<file path="config.mk">
export PLATFORM = sky130hd
export DESIGN_NAME = if_fetch
export DESIGN_NICKNAME = d
export VERILOG_FILES = /design/src/rtl/if_fetch.sv
export SDC_FILE = /design/constraint.sdc
export NUM_CORES = 1
export LEC_CHECK = 0
export CAP_MARGIN = 20
export CORE_UTILIZATION = 45
export CTS_BUF_LIST = sky130_fd_sc_hd__clkbuf_8
export DETAILED_ROUTE_END_ITERATION = 10
export PLACE_DENSITY = 0.81
export SYNTH_ARGS = -nofsm -noshare
export SYNTH_HDL_FRONTEND = slang
export SYNTH_SLANG_ARGS = --single-unit
</file>
<file path="constraint.sdc">
create_clock -name clk -period 4.7 [get_ports clk]
set_input_delay 0.94 -clock clk [delete_from_list [all_inputs] [get_ports clk]]
set_output_delay 0.94 -clock clk [all_outputs]
set_load 0.1 [all_outputs]
</file>
<file path="src/rtl/if_fetch.sv">
// Instruction fetch stage: owns the PC and the IF/ID pipeline register.
// Redirects come from EX (branch) or ID (j/jal/jr). A misaligned target halts the stage.
module if_fetch #(
    parameter logic [31:0] RESET_PC = 32'h0000_3000
) (
    input  logic        clk,
    input  logic        rst_n,
    output logic [31:0] imem_addr,
    input  logic [31:0] imem_data,
    input  logic        stall,
    input  logic        br_taken,
    input  logic [31:0] br_target,
    input  logic        jump,
    input  logic        jr,
    input  logic [31:0] jr_target,
    output logic [31:0] id_instr,
    output logic [5:0]  id_opcode,
    output logic [5:0]  id_funct,
    output logic [31:0] id_pc_plus4,
    output logic        id_valid,
    output logic [31:0] fetch_cnt,
    output logic        addr_err
);

    typedef enum logic {
        RUN  = 1'b0,
        HALT = 1'b1
    } state_t;

    state_t      state, state_nx;
    logic [31:0] pc, pc_nx;
    logic [31:0] instr_nx, pc4_nx, cnt_nx;
    logic        valid_nx, err_nx;

    logic        redir, seq;
    logic [31:0] target;
    logic [31:0] pc_plus4;

    assign imem_addr = pc;
    assign id_opcode = id_instr[31:26];
    assign id_funct  = id_instr[5:0];
    assign pc_plus4  = pc + 32'd4;

    always_ff @(posedge clk or negedge rst_n) begin
        if (!rst_n) begin
            state       <= RUN;
            pc          <= RESET_PC;
            id_instr    <= '0;
            id_pc_plus4 <= '0;
            id_valid    <= 1'b0;
            fetch_cnt   <= '0;
            addr_err    <= 1'b0;
        end else begin
            state       <= state_nx;
            pc          <= pc_nx;
            id_instr    <= instr_nx;
            id_pc_plus4 <= pc4_nx;
            id_valid    <= valid_nx;
            fetch_cnt   <= cnt_nx;
            addr_err    <= err_nx;
        end
    end

    // Branch beats stall; a held stall freezes everything, including any pending jump in ID.
    always_comb begin
        redir  = 1'b0;
        seq    = 1'b0;
        target = '0;
        if (state == RUN) begin
            if (br_taken) begin
                redir  = 1'b1;
                target = br_target;
            end else if (!stall) begin
                if (jr && id_valid) begin
                    redir  = 1'b1;
                    target = jr_target;
                end else if (jump && id_valid) begin
                    redir  = 1'b1;
                    target = {id_pc_plus4[31:28], id_instr[25:0], 2'b00};
                end else begin
                    seq = 1'b1;
                end
            end
        end
    end

    always_comb begin
        state_nx = state;
        pc_nx    = pc;
        instr_nx = id_instr;
        pc4_nx   = id_pc_plus4;
        valid_nx = id_valid;
        cnt_nx   = fetch_cnt;
        err_nx   = addr_err;
        if (state == HALT || redir) begin
            instr_nx = '0;
            pc4_nx   = '0;
            valid_nx = 1'b0;
        end
        // A misaligned target leaves the PC where it was and parks the stage until reset.
        if (redir) begin
            if (target[1:0] != 2'b00) begin
                err_nx   = 1'b1;
                state_nx = HALT;
            end else begin
                pc_nx = target;
            end
        end else if (seq) begin
            pc_nx    = pc_plus4;
            instr_nx = imem_data;
            pc4_nx   = pc_plus4;
            valid_nx = 1'b1;
            cnt_nx   = fetch_cnt + 32'd1;
        end
    end

endmodule
</file>
==> flow_metrics.env, run 1 <==
export IMPL_hold_viol_final=0
export IMPL_endpoint_kind="flip-flop"
export IMPL_cts_sinks=130
export IMPL_reg2reg_slack_ns=2.13
export IMPL_drv_cap=0
export IMPL_nNetsFinal=968
export IMPL_cts_htree_levels=4
export IMPL_final_common_cell="clkdlybuf4s50_1"
export IMPL_fp_dieW_um=123
export IMPL_core_region_area_sq_um=14500
export IMPL_async_reset_ff_frac=1.00
export IMPL_die_y_um=123
export IMPL_grt_overflow_total=0
export IMPL_antenna_found_initial=0
export IMPL_hold_class="reg -> reg"
export IMPL_avgViaCountPerCell=6.24
export IMPL_drc=0
export IMPL_reg2regPathDepth=5
export IMPL_rows=44
export IMPL_timing_fmax_ghz=0.300
export IMPL_peakVddDrop_uv=169
export IMPL_hpwl_mm=17.3
export IMPL_crit_slowest_cell="and4bb_1"
export IMPL_clock_latency_ns=0.46
export IMPL_wl_mm=23.7
export IMPL_yosys_most_used_dff="dfrtp_1"
export IMPL_diodes=0
export IMPL_layout_common_cells="clkdlybuf4s50_1, dfrtp_1, o21ai_0, nand2_1, a22o_1"
export IMPL_worst_pin_slew_ns=1.11
export IMPL_grt_pass1_vias=6455
export IMPL_synth_edf_count=0
export IMPL_die_area_sq_um=15200
export IMPL_finClkSkew_ns=0.0150
export IMPL_dpl_cell_area_sq_um=9110
export IMPL_tns_ns=0
export IMPL_slew_limit_headroom=0.257
export IMPL_synth_seq_area_share=0.491
export IMPL_final_area_sq_um=9480
export IMPL_critPathMaxStageDelay_ns=0.69
export IMPL_fin_crit_sh=0.709
export IMPL_r2r_end="imem_addr[21]"
export IMPL_post_cts_buffers=0
export IMPL_status="finished, final reports clean"
export IMPL_syn_nets=752
export IMPL_grt_max_degree=50
export IMPL_ant_nets=0
export IMPL_cts_root_buf="clkbuf_8"
export IMPL_fin_crit_ns=3.33
export IMPL_netlist_instances=648
export IMPL_r2r_start="state"
export IMPL_layout_drive_gt1_share=0.0604
export IMPL_arrival_ns=3.67
export IMPL_first_iter_violations=640
export IMPL_place_congestion=0.888
export IMPL_cts_tree="yes"
export IMPL_io_pins=244
export IMPL_crit_fanout=16
export IMPL_grtUsageTotal=0.315
export IMPL_cts_inserted_buffers=17
export IMPL_endpoint="imem_addr[21]"
export IMPL_cp_startpoint="br_taken"
export IMPL_synth_cell_types=54
export IMPL_slew_violations=0
export IMPL_grt_pass1_wl_mm=35.7
export IMPL_portBuffers=243
export IMPL_worstPathCellList="clkdlybuf4s50_1, and4bb_1, a22oi_1, a31oi_2, o21ai_1, a221o_1"
export IMPL_synth_warning_count=0
export IMPL_cts_clk_slew_worst_paths_ns=0.07
export IMPL_cts_resized=0
export IMPL_cp_start_kind="primary input"
export IMPL_synth_area_sq_um=6630
export IMPL_synth_avg_cell_area_sq_um=10.2
export IMPL_dr_pass1_iters=9
export IMPL_required_ns=5.04
export IMPL_setup_violations_final=0
export IMPL_power_leakage_nw=3.81
export IMPL_rsz0062_at_grt="false"
export IMPL_power_density_nw_per_um2=280
export IMPL_yosys_register_bits=130
export IMPL_start_util=0.458
export IMPL_vias=6616
export IMPL_area_growth_pct=43.0
export IMPL_wl_per_cell_um=22.3
export IMPL_cts_path_max_buffers=2
export IMPL_cts_hold_buf=0
export IMPL_crit_type="in -> reg"
[critical path: cells and delay by family]
family | cells | cell delay (ns)
buffers and inverters | 1 | 0.67
AO/OA/AOI/OAI | 4 | 1.36
AND/OR/NAND/NOR | 1 | 0.69
[flip-flops by register name (all words and copies together), names as in the netlist]
register	flops
state	1
id_valid	1
imem_addr	32
fetch_cnt	32
id_pc_plus4	32
id_instr	32
[Yosys cell counts (3+ instances only)]
master / number / share of area
clkbuf_1: 30 / 0.017
o21bai_1: 4 / 0.0045
a2bb2oi_1: 12 / 0.016
mux2i_1: 4 / 0.0060
inv_1: 8 / 0.0045
nor4_1: 4 / 0.0038
buf_2: 14 / 0.011
o22a_1: 4 / 0.0053
xnor2_1: 33 / 0.044
o22ai_1: 10 / 0.0094
nor2_1: 23 / 0.013
buf_4: 12 / 0.014
and2_1: 3 / 0.0028
nand4_1: 24 / 0.023
xor2_1: 25 / 0.033
dfrtp_1: 128 / 0.48
and3_1: 10 / 0.0094
a21o_1: 6 / 0.0068
a22o_1: 47 / 0.062
nand2_1: 52 / 0.029
a2bb2o_1: 6 / 0.0091
a222oi_1: 29 / 0.044
a31oi_1: 3 / 0.0028
nor2b_1: 4 / 0.0038
o21ai_0: 59 / 0.045
and4_1: 8 / 0.011
a21oi_1: 13 / 0.0098
nor3_1: 18 / 0.014
nand3_1: 23 / 0.017
[final cells by class]
cell class	instances	area (sq um)
Timing Repair Buffer	255	2530
Fill cell	1183	5000
Clock inverter	13	97.6
Inverter	8	30.0
Clock buffer	19	262
Multi-Input combinational cell	452	3080
Sequential cell	130	3260
Tap cell	184	230
[worst min-delay path by stage]
stage,from,endpoint,cells after the start
final,fetch_cnt[31],fetch_cnt[31],1
after global routing,fetch_cnt[31],fetch_cnt[31],1
after CTS,fetch_cnt[31],fetch_cnt[31],1
after detailed placement,id_pc_plus4[17],id_pc_plus4[17],2
after global placement,fetch_cnt[31],fetch_cnt[31],1
after floorplan,rst_n,fetch_cnt[0],0
[metrics by stage]
stage / std cells / total power [mW] / utilization / hold WS, ns / setup slack (ns)
2_1_floorplan: 648 / 1.56 / - / 0.644 / 1.99
3_3_place_gp: 1028 / 1.79 / 0.629 / 0.461 / 1.10
3_5_place_dp: 1028 / 1.79 / 0.629 / 0.474 / 0.976
4_1_cts: 1060 / 2.67 / 0.654 / 0.491 / 1.46
5_1_grt: 1061 / 2.75 / 0.655 / 0.508 / 1.17
6_report: 1061 / 2.66 / 0.655 / 0.484 / 1.37
[kinds of logic after synthesis]
kind of cell / Yosys count / synth area share
muxes: 4 / 0.00604
buffers and inverters: 66 / 0.0470
adders and majority gates: 2 / 0.00377
AOI/OAI and AO/OA: 204 / 0.227
DFF: 130 / 0.491
xor gates and xnor gates: 58 / 0.0766
and+or+nand+nor: 184 / 0.148
[power breakdown]
group          switching [mW]  internal (mW)
logic                   0.360          0.188
registers              0.0769           1.15
clock network           0.447          0.435
total                   0.884           1.78
[metal layers]
metal	GRT usage	share of wire
met1	0.383	0.38
met2	0.507	0.48
met3	0.0835	0.095
met4	0.175	0.044
met5	0	0
Power figures use the tool's default switching activity.
==> run 2: changes to the inputs <==
==> constraint.sdc (replaced) <==
create_clock -name clk -period 3.2 [get_ports clk]
set_input_delay 0.64 -clock clk [delete_from_list [all_inputs] [get_ports clk]]
set_output_delay 0.64 -clock clk [all_outputs]
set_load 0.1 [all_outputs]
==> run 2 against run 1 <==
Effect of this change: core utilization shrank 1.2 points; die area did not move; clock-buffer cell count decreased by 1; non-clock buffer count grew 6; clock skew about the same; wire length fell by 0.74%; highest routed layer unchanged.
==> flow_metrics.env, run 2 (synthesis gave the netlist of run 1 again) <==
export IMPL_status="finished, final reports clean"
export IMPL_fp_dieW_um=123
export IMPL_ant_nets=0
export IMPL_cts_path_max_buffers=2
export IMPL_final_common_cell="buf_4"
export IMPL_crit_fanout=18
export IMPL_hold_class="in -> async"
export IMPL_fin_crit_ns=2.57
export IMPL_finClkSkew_ns=0.0149
export IMPL_core_region_area_sq_um=14500
export IMPL_cts_htree_levels=4
export IMPL_rows=44
export IMPL_cp_start_kind="primary input"
export IMPL_io_pins=244
export IMPL_cts_sinks=130
export IMPL_hpwl_mm=17.1
export IMPL_peakVddDrop_uv=293
export IMPL_cts_resized=0
export IMPL_setup_violations_final=0
export IMPL_portBuffers=243
export IMPL_start_util=0.458
export IMPL_first_iter_violations=717
export IMPL_worst_pin_slew_ns=0.723
export IMPL_vias=6558
export IMPL_grt_pass1_wl_mm=35.3
export IMPL_cts_root_buf="clkbuf_8"
export IMPL_place_congestion=0.932
export IMPL_slew_limit_headroom=0.514
export IMPL_clock_latency_ns=0.46
export IMPL_grtUsageTotal=0.311
export IMPL_layout_drive_gt1_share=0.230
export IMPL_diodes=0
export IMPL_power_leakage_nw=4.15
export IMPL_fin_crit_sh=0.804
export IMPL_layout_common_cells="buf_4, dfrtp_1, clkdlybuf4s50_1, o21ai_0, nand2_1"
export IMPL_grt_pass1_vias=6315
export IMPL_grt_max_degree=67
export IMPL_tns_ns=0
export IMPL_slew_violations=0
export IMPL_endpoint_kind="flip-flop"
export IMPL_drv_cap=0
export IMPL_post_cts_buffers=0
export IMPL_area_growth_pct=40.3
export IMPL_crit_type="in -> reg"
export IMPL_hold_viol_final=0
export IMPL_die_y_um=123
export IMPL_wl_per_cell_um=22.0
export IMPL_timing_fmax_ghz=0.389
export IMPL_power_density_nw_per_um2=454
export IMPL_cts_inserted_buffers=17
export IMPL_grt_overflow_total=0
export IMPL_nNetsFinal=974
export IMPL_arrival_ns=2.94
export IMPL_cts_tree="yes"
export IMPL_cts_hold_buf=0
export IMPL_drc=0
export IMPL_rsz0062_at_grt="false"
export IMPL_antenna_found_initial=0
export IMPL_wl_mm=23.5
export IMPL_stdcell_count=1067
export IMPL_avgViaCountPerCell=6.15
export IMPL_required_ns=3.57
export IMPL_dr_pass1_iters=8
export IMPL_die_area_sq_um=15200
export IMPL_dp_cells=1035
export IMPL_cts_clk_slew_worst_paths_ns=0.09
## run 2: final timing paths
kind / end / startpoint / slack [ns] / depth (start not counted)
worst max register to register: imem_addr[18] / imem_addr[2] / 0.78 / 6
worst max-delay path: fetch_cnt[27] / br_taken / 0.63 / 7
worst min-delay path: id_pc_plus4[27] / rst_n / 0.07 / 1
worst min register to register: fetch_cnt[31] / fetch_cnt[31] / 0.48 / 1
max in group asynchronous: id_instr[0] / rst_n / 2.27 / 2
min in group clk: fetch_cnt[31] / fetch_cnt[31] / 0.48 / 1
## run 2: critical path, cell delays in order
cell and delay [ns]:
clkdlybuf4s50_1 0.43, buf_4 0.22, nor3_1 0.46, nand4_1 0.31, or3_1 0.40, nor3_1 0.25, xor2_1 0.23
## run 2: stage by stage
step / total power [mW] / instance area [sq um] / utilization / hold slack, ns / setup WS [ns]
3_3_place_gp: 2.61 / 8840 / 0.611 / 0.465 / 0.411
6_report: 4.22 / 9300 / 0.642 / 0.0733 / 0.628
2_1_floorplan: 2.29 / 6630 / - / 0.344 / 0.494
3_5_place_dp: 2.62 / 8840 / 0.611 / 0.475 / 0.201
5_1_grt: 4.35 / 9300 / 0.642 / 0.0920 / 0.575
4_1_cts: 4.23 / 9300 / 0.642 / 0.0761 / 0.670
## run 2: metal layers
layer / vias to the layer above / GRT usage / share of wire
li1: 2892 / - / -
met1: 3235 / 0.404 / 0.40
met2: 369 / 0.497 / 0.48
met3: 62 / 0.0646 / 0.084
met4: 0 / 0.145 / 0.040
met5: - / 0 / 0
## run 2: power breakdown
part	switching, mW	total (mW)	leakage [nW]	internal [mW]
Sequential	0.110	1.80	1.75	1.69
Clock	0.684	1.63	0.232	0.946
Combinational	0.530	0.792	2.17	0.262
## run 2: final cells by class
| type | instances | area [sq um] |
|---|---|---|
| Clock inverter | 14 | 213 |
| Tap cell | 184 | 230 |
| Clock buffer | 18 | 248 |
| Fill cell | 1178 | 5180 |
| Timing Repair Buffer | 261 | 2250 |
| Inverter | 8 | 30.0 |
| Multi-Input combinational cell | 452 | 3080 |
| Sequential cell | 130 | 3260 |
==> run 3: changes to the inputs <==
==> constraint.sdc (replaced) <==
create_clock -name clk -period 2.6 [get_ports clk]
set_input_delay 0.52 -clock clk [delete_from_list [all_inputs] [get_ports clk]]
set_output_delay 0.52 -clock clk [all_outputs]
set_load 0.1 [all_outputs]
==> run 3 against run 2 <==
Effect of this change: register-to-register slack got worse by 0.42 ns; wire length barely moved; first-iteration DRC count fell by 6.3%; cell count rose by 2.9%; worst hold slack improved by 0.031 ns; setup slack got worse by 0.32 ns; total power rose by 21%; design area rose by 2.8%; global-route usage rose by 0.12 points; largest power group unchanged; highest routed layer unchanged.
==> flow_metrics.env, run 3 (synthesis gave the netlist of run 1 again) <==
export IMPL_finClkSkew_ns=0.0132
export IMPL_crit_slowest_cell="clkdlybuf4s50_1"
export IMPL_switching_share=0.322
export IMPL_cts_hold_buf=0
export IMPL_stdcell_count=1098
export IMPL_cts_htree_levels=4
export IMPL_arrival_ns=2.66
export IMPL_critPathMaxStageDelay_ns=0.51
export IMPL_power_frac_comb=0.197
export IMPL_layout_drive_gt1_share=0.263
export IMPL_setup_violations_final=0
export IMPL_fin_crit_sh=0.880
export IMPL_power_frac_seq=0.435
export IMPL_wl_mm=23.5
export IMPL_nNetsFinal=1006
export IMPL_wl_per_cell_um=21.4
export IMPL_cts_resized=0
export IMPL_required_ns=2.97
export IMPL_multiInputGateArea_sq_um=3080
export IMPL_grt_pass1_vias=6553
export IMPL_grt_overflow_total=0
export IMPL_tns_ns=0
export IMPL_drc=0
export IMPL_power_leakage_nw=4.28
export IMPL_crit_type="in -> reg"
export IMPL_crit_fanout=8
export IMPL_io_pins=244
export IMPL_cts_clk_slew_worst_paths_ns=0.08
export IMPL_rsz0062_at_grt="false"
export IMPL_cp_start_kind="primary input"
export IMPL_die_area_sq_um=15200
export IMPL_clockPowerShare=0.368
export IMPL_fin_crit_ns=2.29
export IMPL_r2r_start="imem_addr[13]"
export IMPL_slew_violations=0
export IMPL_post_cts_buffers=0
export IMPL_rows=44
export IMPL_fp_dieW_um=123
export IMPL_p_int_mw=3.45
export IMPL_worstPathCellList="clkdlybuf4s50_1, nor4bb_1, nor2b_2, buf_12, buf_4, a222oi_1, a2bb2o_1, a2bb2oi_1"
export IMPL_cts_path_max_buffers=2
export IMPL_area_growth_pct=44.2
export IMPL_hold_class="in -> async"
export IMPL_fill_cells=1165
export IMPL_seq_area_sq_um=3260
export IMPL_diodes=0
export IMPL_vias=6747
export IMPL_die_y_um=123
export IMPL_cts_tree="yes"
export IMPL_cts_sinks=130
export IMPL_layout_common_cells="buf_4, dfrtp_1, clkdlybuf4s50_1, o21ai_0, nand2_1"
export IMPL_grt_pass1_wl_mm=35.7
export IMPL_hold_viol_final=0
export IMPL_dr_pass1_iters=9
export IMPL_cts_inserted_buffers=17
export IMPL_endpoint_kind="flip-flop"
export IMPL_power_density_nw_per_um2=532
export IMPL_avgViaCountPerCell=6.14
export IMPL_slew_limit_headroom=0.546
export IMPL_drv_cap=0
export IMPL_first_iter_violations=672
export IMPL_switching_power_mw=1.64
export IMPL_reg2regPathDepth=5
export IMPL_worst_pin_slew_ns=0.682
export IMPL_cts_root_buf="clkbuf_8"
export IMPL_status="finished, final reports clean"
export IMPL_antenna_found_initial=0
export IMPL_clock_latency_ns=0.45
export IMPL_dpl_cell_area_sq_um=9140
export IMPL_p_total_mw=5.09
export IMPL_peakVddDrop_uv=376
export IMPL_timing_fmax_ghz=0.437
export IMPL_grtUsageTotal=0.312
export IMPL_ant_nets=0
export IMPL_grt_max_degree=49
export IMPL_final_common_cell="buf_4"
export IMPL_start_util=0.458
export IMPL_final_area_sq_um=9570
export IMPL_hpwl_mm=17.4
export IMPL_cp_startpoint="jr"
export IMPL_core_region_area_sq_um=14500
export IMPL_dp_cells=1067
export IMPL_portBuffers=243
export IMPL_place_congestion=0.953
[run 3: cell types whose count changed in the layout (fill, tap and decap cells not counted), sizes merged]
cell | previous run | this run
inv | 11 | 10
clkinv | 4 | 3
clkinvlp | 2 | 3
buf | 161 | 193
bufinv | 5 | 3
clkbuf | 18 | 20
[run 3: path summary, 6_finish.rpt]
check | to | slack (ns)
worst max-delay path | imem_addr[19] | 0.31
worst min register to register | id_pc_plus4[4] | 0.48
worst max register to register | imem_addr[21] | 0.36
max in group asynchronous | id_instr[2] | 1.80
min in group clk | id_pc_plus4[4] | 0.48
worst min-delay path | id_pc_plus4[3] | 0.10
[run 3: power groups by stage]
stage               clock (mW)  sequential, mW  combinational (mW)
finish                    1.88            2.21                1.00
global route              1.99            2.22                1.05
CTS                       1.90            2.21                1.00
detailed placement           0            2.25                1.00
global placement             0            2.25               0.986
floorplan                    0            2.64               0.175
[run 3: critical path: cells and delay by family]
kind / cells / cell delay (ns)
AND/OR/NAND/NOR: 2 / 0.77
buffers and inverters: 3 / 0.80
AO/OA/AOI/OAI: 3 / 0.57
[run 3: layout make-up]
cell class,count,area share
repair buffers,293,0.265
well taps,184,0.0241
flip-flops and latches,130,0.341
multi-input cells,452,0.322
inverters,8,0.00314
clock buffers,20,0.0288
clock inverters,11,0.0160
[run 3: stage by stage]
| step | util | setup slack, ns | hold slack, ns |
|---|---|---|---|
| floorplan | - | 0.0350 | 0.224 |
| global placement | 0.631 | 0.0191 | 0.464 |
| detailed placement | 0.631 | -0.101 | 0.474 |
| CTS | 0.661 | 0.377 | 0.104 |
| global route | 0.661 | 0.194 | 0.138 |
| finish | 0.661 | 0.313 | 0.104 |
[run 3: metal layers]
metal,track usage,part of all wire,up-vias
li1,-,-,2949
met1,0.405,0.40,3317
met2,0.509,0.50,427
met3,0.0627,0.081,54
met4,0.128,0.028,0
met5,0,0,-
